`config.mk`:
```
export PLATFORM = sky130hd
export DESIGN_NAME = sync_fifo_v2
export DESIGN_NICKNAME = d
export VERILOG_FILES = /design/src/rtl/fifo_pkg.sv /design/src/rtl/fifo_regfile.sv /design/src/rtl/sync_fifo_v2.sv
export SDC_FILE = /design/constraint.sdc
export NUM_CORES = 1
export LEC_CHECK = 0
export CAP_MARGIN = 40
export CORE_MARGIN = 2
export CORE_UTILIZATION = 50
export DETAILED_ROUTE_END_ITERATION = 10
export HOLD_SLACK_MARGIN = 0.03
export PLACE_DENSITY = 0.8
export SETUP_SLACK_MARGIN = 0.3
export SYNTH_ARGS = -nofsm -noshare
export SYNTH_HDL_FRONTEND = slang
export SYNTH_SLANG_ARGS = --single-unit
```
`constraint.sdc`:
```
create_clock -name clk -period 3.65 [get_ports clk]
set_input_delay 0.365 -clock clk [delete_from_list [all_inputs] [get_ports clk]]
set_output_delay 0.365 -clock clk [all_outputs]
set_load 0.1 [all_outputs]
```
`src/rtl/fifo_pkg.sv`:
```
// Shared definitions for the PE-side synchronous FIFO family.
//   DEF_DATA_WIDTH / DEF_DEPTH_WIDTH : default word width and log2 depth
//   MODE_REGISTERED / MODE_FWFT      : values for the FWFT parameter
//   clamp_w()                        : forces a width parameter to at least 1
package fifo_pkg;

  localparam int unsigned DEF_DATA_WIDTH  = 16;
  localparam int unsigned DEF_DEPTH_WIDTH = 4;

  localparam int unsigned MODE_REGISTERED = 0;
  localparam int unsigned MODE_FWFT       = 1;

  function automatic int unsigned clamp_w(input int w);
    return (w < 1) ? 1 : w;
  endfunction

endpackage

```
`src/rtl/fifo_regfile.sv`:
```
// 2**AW x DW storage array: one synchronous write port, one asynchronous
// read port. Contents are not reset.
//   clk          : clock, rising edge
//   we/waddr/wdata : write port
//   raddr/rdata  : combinational read port
module fifo_regfile #(
  parameter int unsigned AW = 2,
  parameter int unsigned DW = 8
) (
  input  logic          clk,
  input  logic          we,
  input  logic [AW-1:0] waddr,
  input  logic [DW-1:0] wdata,
  input  logic [AW-1:0] raddr,
  output logic [DW-1:0] rdata
);

  logic [DW-1:0] mem [2**AW];

  always_ff @(posedge clk) begin
    if (we) mem[waddr] <= wdata;
  end

  assign rdata = mem[raddr];

endmodule

```
`src/rtl/sync_fifo_v2.sv`:
```
// Single-clock parametrised FIFO with FWFT or registered read, fill count,
// programmable almost-full/almost-empty thresholds, guarded push/pop and
// sticky overflow/underflow flags.
//   clk, rst_n               : clock (rising), async active-low reset
//   wr_data_i, wr_en_i       : push data / request
//   rd_en_i                  : pop request
//   rd_data_o, rd_valid_o    : read data and its qualifier
//   full_o, empty_o, count_o : occupancy status
//   afull_thresh_i, aempty_thresh_i, almost_full_o, almost_empty_o
//   overflow_o, underflow_o, clr_err_i : sticky error flags and their clear
module sync_fifo_v2
  import fifo_pkg::*;
#(
  parameter int          DEPTH_WIDTH = DEF_DEPTH_WIDTH,
  parameter int          DATA_WIDTH  = DEF_DATA_WIDTH,
  parameter int unsigned FWFT        = MODE_FWFT
) (
  input  logic                               clk,
  input  logic                               rst_n,
  input  logic [clamp_w(DATA_WIDTH)-1:0]     wr_data_i,
  input  logic                               wr_en_i,
  input  logic                               rd_en_i,
  output logic [clamp_w(DATA_WIDTH)-1:0]     rd_data_o,
  output logic                               rd_valid_o,
  output logic                               full_o,
  output logic                               empty_o,
  output logic [clamp_w(DEPTH_WIDTH):0]      count_o,
  input  logic [clamp_w(DEPTH_WIDTH):0]      afull_thresh_i,
  input  logic [clamp_w(DEPTH_WIDTH):0]      aempty_thresh_i,
  output logic                               almost_full_o,
  output logic                               almost_empty_o,
  output logic                               overflow_o,
  output logic                               underflow_o,
  input  logic                               clr_err_i
);

  localparam int unsigned AW = clamp_w(DEPTH_WIDTH);
  localparam int unsigned DW = clamp_w(DATA_WIDTH);
  localparam logic [AW:0] DEPTH_C = {1'b1, {AW{1'b0}}};

  logic [AW-1:0] wptr;
  logic [AW-1:0] rptr;
  logic [AW:0]   count;
  logic          full;
  logic          empty;
  logic          push_ok;
  logic          pop_ok;
  logic [DW-1:0] head;
  logic          ovf_q;
  logic          unf_q;

  // Status is decoded from the count register only, so it is glitch-free
  // with respect to clk; thresholds act combinationally.
  assign full           = (count == DEPTH_C);
  assign empty          = (count == '0);
  assign full_o         = full;
  assign empty_o        = empty;
  assign count_o        = count;
  assign almost_full_o  = (count >= afull_thresh_i);
  assign almost_empty_o = (count <= aempty_thresh_i);
  assign overflow_o     = ovf_q;
  assign underflow_o    = unf_q;

  assign push_ok = wr_en_i & ~full;
  assign pop_ok  = rd_en_i & ~empty;

  fifo_regfile #(
    .AW (AW),
    .DW (DW)
  ) u_regfile (
    .clk   (clk),
    .we    (push_ok),
    .waddr (wptr),
    .wdata (wr_data_i),
    .raddr (rptr),
    .rdata (head)
  );

  always_ff @(posedge clk or negedge rst_n) begin
    if (!rst_n) begin
      wptr  <= '0;
      rptr  <= '0;
      count <= '0;
    end else begin
      if (push_ok) wptr <= wptr + 1'b1;
      if (pop_ok)  rptr <= rptr + 1'b1;
      case ({push_ok, pop_ok})
        2'b10:   count <= count + 1'b1;
        2'b01:   count <= count - 1'b1;
        default: count <= count;
      endcase
    end
  end

  // A set condition in the same cycle as clr_err_i wins.
  always_ff @(posedge clk or negedge rst_n) begin
    if (!rst_n) begin
      ovf_q <= 1'b0;
      unf_q <= 1'b0;
    end else begin
      if (wr_en_i & full)  ovf_q <= 1'b1;
      else if (clr_err_i)  ovf_q <= 1'b0;
      if (rd_en_i & empty) unf_q <= 1'b1;
      else if (clr_err_i)  unf_q <= 1'b0;
    end
  end

  if (FWFT != MODE_REGISTERED) begin : g_fwft
    assign rd_data_o  = head;
    assign rd_valid_o = ~empty;
  end else begin : g_reg
    logic [DW-1:0] rd_q;
    logic          rd_v_q;

    always_ff @(posedge clk or negedge rst_n) begin
      if (!rst_n) begin
        rd_q   <= '0;
        rd_v_q <= 1'b0;
      end else begin
        if (pop_ok) rd_q <= head;
        rd_v_q <= pop_ok;
      end
    end

    assign rd_data_o  = rd_q;
    assign rd_valid_o = rd_v_q;
  end

endmodule
```
Yosys cells after proc, flatten, opt, wreduce, memory -nomap -nowiden

Memories as Yosys holds them, arrays and structs flattened.
Index checks and enable logic that the tools add are counted.

Magnitude comparators: 2
Muxes and demuxes: 6
Add/sub/neg operators: 4
Eq/ne operators: 3
Bitwise operators: 6
Reductions and logical operators: 4

Operators with widths:

| cell                  | number |
|---|---|
| $pmux W5 S2           | 1 |
| $add A4 B1 Y4 const B | 2 |
| $reduce_bool A2 Y1    | 3 |
| $add A5 B1 Y5 const B | 1 |
| $eq A5 B5 Y1 const B  | 1 |
| $ge A5 B5 Y1          | 1 |
| $le A5 B5 Y1          | 1 |
| $logic_not A5 Y1      | 1 |
| $mux W1               | 5 |
| $sub A5 B1 Y5 const B | 1 |
| $and A1 B1 Y1         | 4 |
| $eq A2 B1 Y1 const B  | 1 |
| $eq A2 B2 Y1 const B  | 1 |
| $not A1 Y1            | 2 |

Register bits: 15
Memories kept: 1
Memory bits (writable): 256
Bits of input ports: 31

Memories:

| name          | words | bits a word | read ports | clocked after memory_dff | write ports | RTL line           | RTL |
|---|---|---|---|---|---|---|---|
| u_regfile.mem | 16    | 16          | 1          | 0                        | 1           | fifo_regfile.sv:18 | `logic [DW-1:0] mem [2**AW];` |

Depth between registers and ports, before layout

Word-level depth: 5
Depth in mapped cells: 12
Depth with buffers taken out: 10

By module

From an unflattened synthesis, not the netlist that was laid out.

Cell total of the unflattened synthesis: 525
Area total of the unflattened synthesis: 10819.1 um^2

By module, submodules not included:

| module       | instances | area an instance (um^2) | sequential area each (um^2) | cells each |
|---|---|---|---|---|
| fifo_regfile | 1         | 9723.1                  | 7687.4                      | 416 |
| sync_fifo_v2 | 1         | 1096.1                  | 375.4                       | 109 |

Worst setup path before layout

No wires, ideal clock.

Path kind: register to register
From: register count[1] (netlist: count_o[1])
To: memory u_regfile.mem[2][0] in the netlist's numbering, enable pin
Setup slack: -154 ps
Clock period less this slack: 3804 ps
Library setup time: 430 ps
Data arrival time: 3374 ps
Buffers on the path: 1
Cell stages (with the launch flop): 6
Required time: 3220 ps
Path through: dfrtp_1 > buf_2 > nor4_4 > a21boi_2 > inv_2 > nor4_1

Word-level cells in the longest chain between the ends: 5

RTL lines:

| element                       | RTL line           | RTL |
|---|---|---|
| start: declaration            | sync_fifo_v2.sv:43 | `logic [AW:0] count;` |
| start signal: assignment      | sync_fifo_v2.sv:88 | `2'b10: count <= count + 1'b1;` |
| start signal: assignment      | sync_fifo_v2.sv:89 | `2'b01: count <= count - 1'b1;` |
| start signal: assignment      | sync_fifo_v2.sv:90 | `default: count <= count;` |
| $eq A5 B5 Y1                  | sync_fifo_v2.sv:54 | `assign full = (count == DEPTH_C);` |
| $not A1 Y1                    | sync_fifo_v2.sv:64 | `assign push_ok = wr_en_i & ~full;` |
| $and A1 B1 Y1                 | sync_fifo_v2.sv:64 |  |
| $mux W1                       | fifo_regfile.sv:21 | `if (we) mem[waddr] <= wdata;` |
| $mux W1 (not written as such) | fifo_regfile.sv:21 |  |
| end: declaration              | fifo_regfile.sv:18 |  |

Every way passes these cells.

Worst setup path in the final report

From: register rptr[0]
To: output port rd_data_o[12]

Word-level cells in the longest chain between the ends: 1

RTL lines:

| element                  | RTL line           | RTL |
|---|---|---|
| start: declaration       | sync_fifo_v2.sv:42 | `logic [AW-1:0] rptr;` |
| start signal: assignment | sync_fifo_v2.sv:86 | `if (pop_ok) rptr <= rptr + 1'b1;` |
| $mem_v2 Z16 W16          | --                 |  |
| end: declaration         | sync_fifo_v2.sv:23 | `output logic [clamp_w(DATA_WIDTH)-1:0] rd_data_o,` |

Every way passes these cells.

==> metrics.log <==
[metrics] post-CTS clock slew at the launch and capture registers of the worst setup and hold paths: 0.06 ns
[metrics] clock tree from TritonCTS: built
[metrics] peak supply drop: 569.3 uV
[metrics] number of resized instances in the post-cts repair step: 0
[metrics] Synth async-reset ratio: 5.535%
[metrics] global-route wire length before repair: 34560 um
[metrics] initial DRC count: 518
[metrics] Post-synth EDFFs: 256
[metrics] CP Class: reg -> out
[metrics] TritonCTS sink count: 271
[metrics] grt ovf: 0
[metrics] sequential fraction of the synthesis area: 74.39%
[metrics] H-tree levels: 1
[metrics] Power Dens Cells: 892.2 mW/mm^2
[metrics] Max Clock Skew: 0.006439 ns
[metrics] Port-buffer cells: 58
[metrics] synth warn: 0
[metrics] Layout Area Growth over Synthesis: 17.87%
[metrics] synthesis-stage register bit count: 271
[metrics] Post-layout nets: 684
[metrics] starting density of the core: 51.24%
[metrics] Worst Max-Slew Pin Slew: 0.9320 ns
[metrics] total standard cell area after synthesis: 0.01084 mm^2
[metrics] Synthesized Nets: 584
[metrics] CP required: 3.28 ns
[metrics] Worst Hold Class: in -> async
[metrics] worst-path fanout max: 25
[metrics] final-layout setup total negative slack: 0 ns
[metrics] RSZ-0062 raised after global routing: false
[metrics] fraction of final layout cells sized beyond drive strength 1: 26.61%
[metrics] type of element capturing the critical path: output pin
[metrics] Boundary Pins: 59
[metrics] die span in y: 151.2 um
[metrics] number of buffers on the longest clock path: 3
[metrics] worst-case headroom to the max-slew limit: 37.87%
[metrics] number of vias in the routed layout: 5582
[metrics] detailed placer's ending HPWL: 13890 um
[metrics] max_cap viols: 0
[metrics] Post-CTS Hold Buffers: 0
[metrics] buffers inserted during post-CTS setup optimization: 0
[metrics] leakage power: 4.329 nW
[metrics] number of endpoints failing setup at the final stage: 0
[metrics] vias in the first global route: 5875
[metrics] total wirelength of the detailed-routed design: 22830 um
[metrics] data arrival time of the worst path: 2.78 ns
[metrics] Register-to-Register Path Depth: 10
[metrics] DR vias/cell: 6.009
[metrics] worst-skew pair later-pin latency: 0.52 ns
[metrics] instance count of the mapped netlist: 534
[metrics] Worst Setup Slack post-DPL: 0.4961 ns
[metrics] global routing usage summed across all routing layers: 20.61%
[metrics] average detailed-routed wire length per instance: 24.57 um
[metrics] Final Hold Fails: 0
[metrics] number of antenna violations at the first check in global routing: 0
[metrics] Remaining DRCs: 0
[metrics] GP Congestion: 0.7652
[metrics] Max Freq: 317.8 MHz
[metrics] pin count of the biggest net entering global routing: 30
[metrics] Yosys cell types: 43
[metrics] Antenna Violating Nets Remaining: 0
[metrics] total CTS buffers: 27
[metrics] cell type with the highest aggregate area in the netlist: edfxtp_1
[metrics] standard-cell row count: 53
[metrics] die footprint: 0.02287 mm^2
[metrics] Final period util: 86.21%
[metrics] overall die width: 151.2 um
[metrics] total count of max-transition violations in the final report: 0
[metrics] status: finished, final reports clean
[metrics] average footprint of a synthesized cell: 20.30 um^2
[metrics] clock tree root buffer cell: clkbuf_16
[metrics] proportion of netlist area held by the largest area contributor: 70.92%
[metrics] prevailing post-synth register cell: edfxtp_1
[metrics] Tmin final: 3.147 ns
[metrics] antenna cell count: 0
[metrics] number of search-and-repair iterations in the first detailed-routing pass: 5
[metrics] area inside the core boundary: 0.02115 mm^2
[metrics] biggest area contributors in the synthesized netlist: edfxtp_1 71%, mux4_2 13%, dfrtp_1 3.5%
[metrics] sort of element at the start of the critical path: flop
[metrics] worst path setup slack after routing: 0.5032 ns
[kinds of logic after synthesis]
kind of cell	Yosys count	synth area share (%)
multiplexers	67	13.60
AND/OR/NAND/NOR	65	3.313
buffers and inverters	47	2.043
AO/OA/AOI/OAI	55	3.659
adder cells (fa/ha/maj)	19	2.193
flip-flops	271	74.39
XOR/XNOR	10	0.8081
[cell type report]
cell class | instances | area (um^2)
Multi-Input combinational cell | 216 | 2584
Tap cell | 275 | 344.1
Inverter | 21 | 78.83
Timing Repair Buffer | 97 | 920.9
Clock buffer | 35 | 705.7
Sequential cell | 271 | 8070
Clock inverter | 14 | 72.57
Fill cell | 1433 | 8378
[through the flow]
stage | util [%] | hold slack (ns) | total power (W) | cells | instance area (um^2)
floorplan | - | 0.06941 | 0.007730 | 534 | 10850
global placement | 56.15 | 0.5035 | 0.008766 | 872 | 11880
detailed placement | 56.72 | 0.5119 | 0.009009 | 880 | 12000
CTS | 60.40 | 0.2616 | 0.01145 | 929 | 12780
global route | 60.40 | 0.3260 | 0.01183 | 929 | 12780
finish | 60.40 | 0.2602 | 0.01140 | 929 | 12780
[state kept, by name (all words and copies together), names as in the netlist]
register	count
rptr	4
wptr	4
underflow_o	1
count_o	5
overflow_o	1
u_regfile.mem	256
[power breakdown]
part | switching [W] | internal, W
logic | 0.00318 | 0.00162
registers | 0.000366 | 0.00378
clock network | 0.00109 | 0.00136
total | 0.00464 | 0.00676
[final timing paths]
check	start	end	slack, ns
setup / recovery	rptr[0]	rd_data_o[12]	0.50
setup reg to reg	count_o[2]	count_o[4]	0.59
max in group asynchronous	rst_n	rptr[0]	2.88
hold / removal	rst_n	underflow_o	0.26
min in group clk	rd_en_i	underflow_o	0.48
hold reg to reg	overflow_o	overflow_o	0.52
[cell usage in the layout, fill, tap and decap left out, types with 4 or more instances in the layout]
master / Yosys / final
edfxtp_1: 256 / 256
mux4_2: 64 / 64
buf_4: 1 / 48
clkdlybuf4s50_1: 0 / 38
a22oi_1: 32 / 32
clkbuf_16: 0 / 27
nand2_1: 25 / 25
ha_1: 19 / 19
inv_1: 18 / 18
dfrtp_1: 15 / 11
and2_1: 9 / 9
xnor2_1: 8 / 8
clkbuf_1: 10 / 8
buf_8: 0 / 8
nor2_1: 7 / 7
clkinv_1: 0 / 7
a21oi_1: 5 / 5
nor4_2: 0 / 4
[critical path, cell delays in order (launching register included)]
cell and delay, ns:
dfrtp_4 0.77, buf_12 0.27, mux4_2 0.55, a22oi_1 0.25
nand2_1 0.12, buf_4 0.25
[metal layers]
layer	share of wire, %	GRT usage, %	wire, um
met5	0	0	0
met4	2.0	5.467	460
met3	6.6	3.133	1506
met2	51	35.68	11690
met1	40	27.58	9169
[cell usage after synthesis (all sizes together), types with 6 or more instances]
| cell type | n |
|---|---|
| nand2 | 25 |
| a22oi | 32 |
| edfxtp | 256 |
| buf | 16 |
| dfrtp | 15 |
| nor2 | 7 |
| and2 | 9 |
| inv | 21 |
| o21ai | 6 |
| mux4 | 64 |
| nor4 | 6 |
| ha | 19 |
| xnor2 | 8 |
| clkbuf | 10 |
No activity file was read; power rests on OpenSTA's default activity.
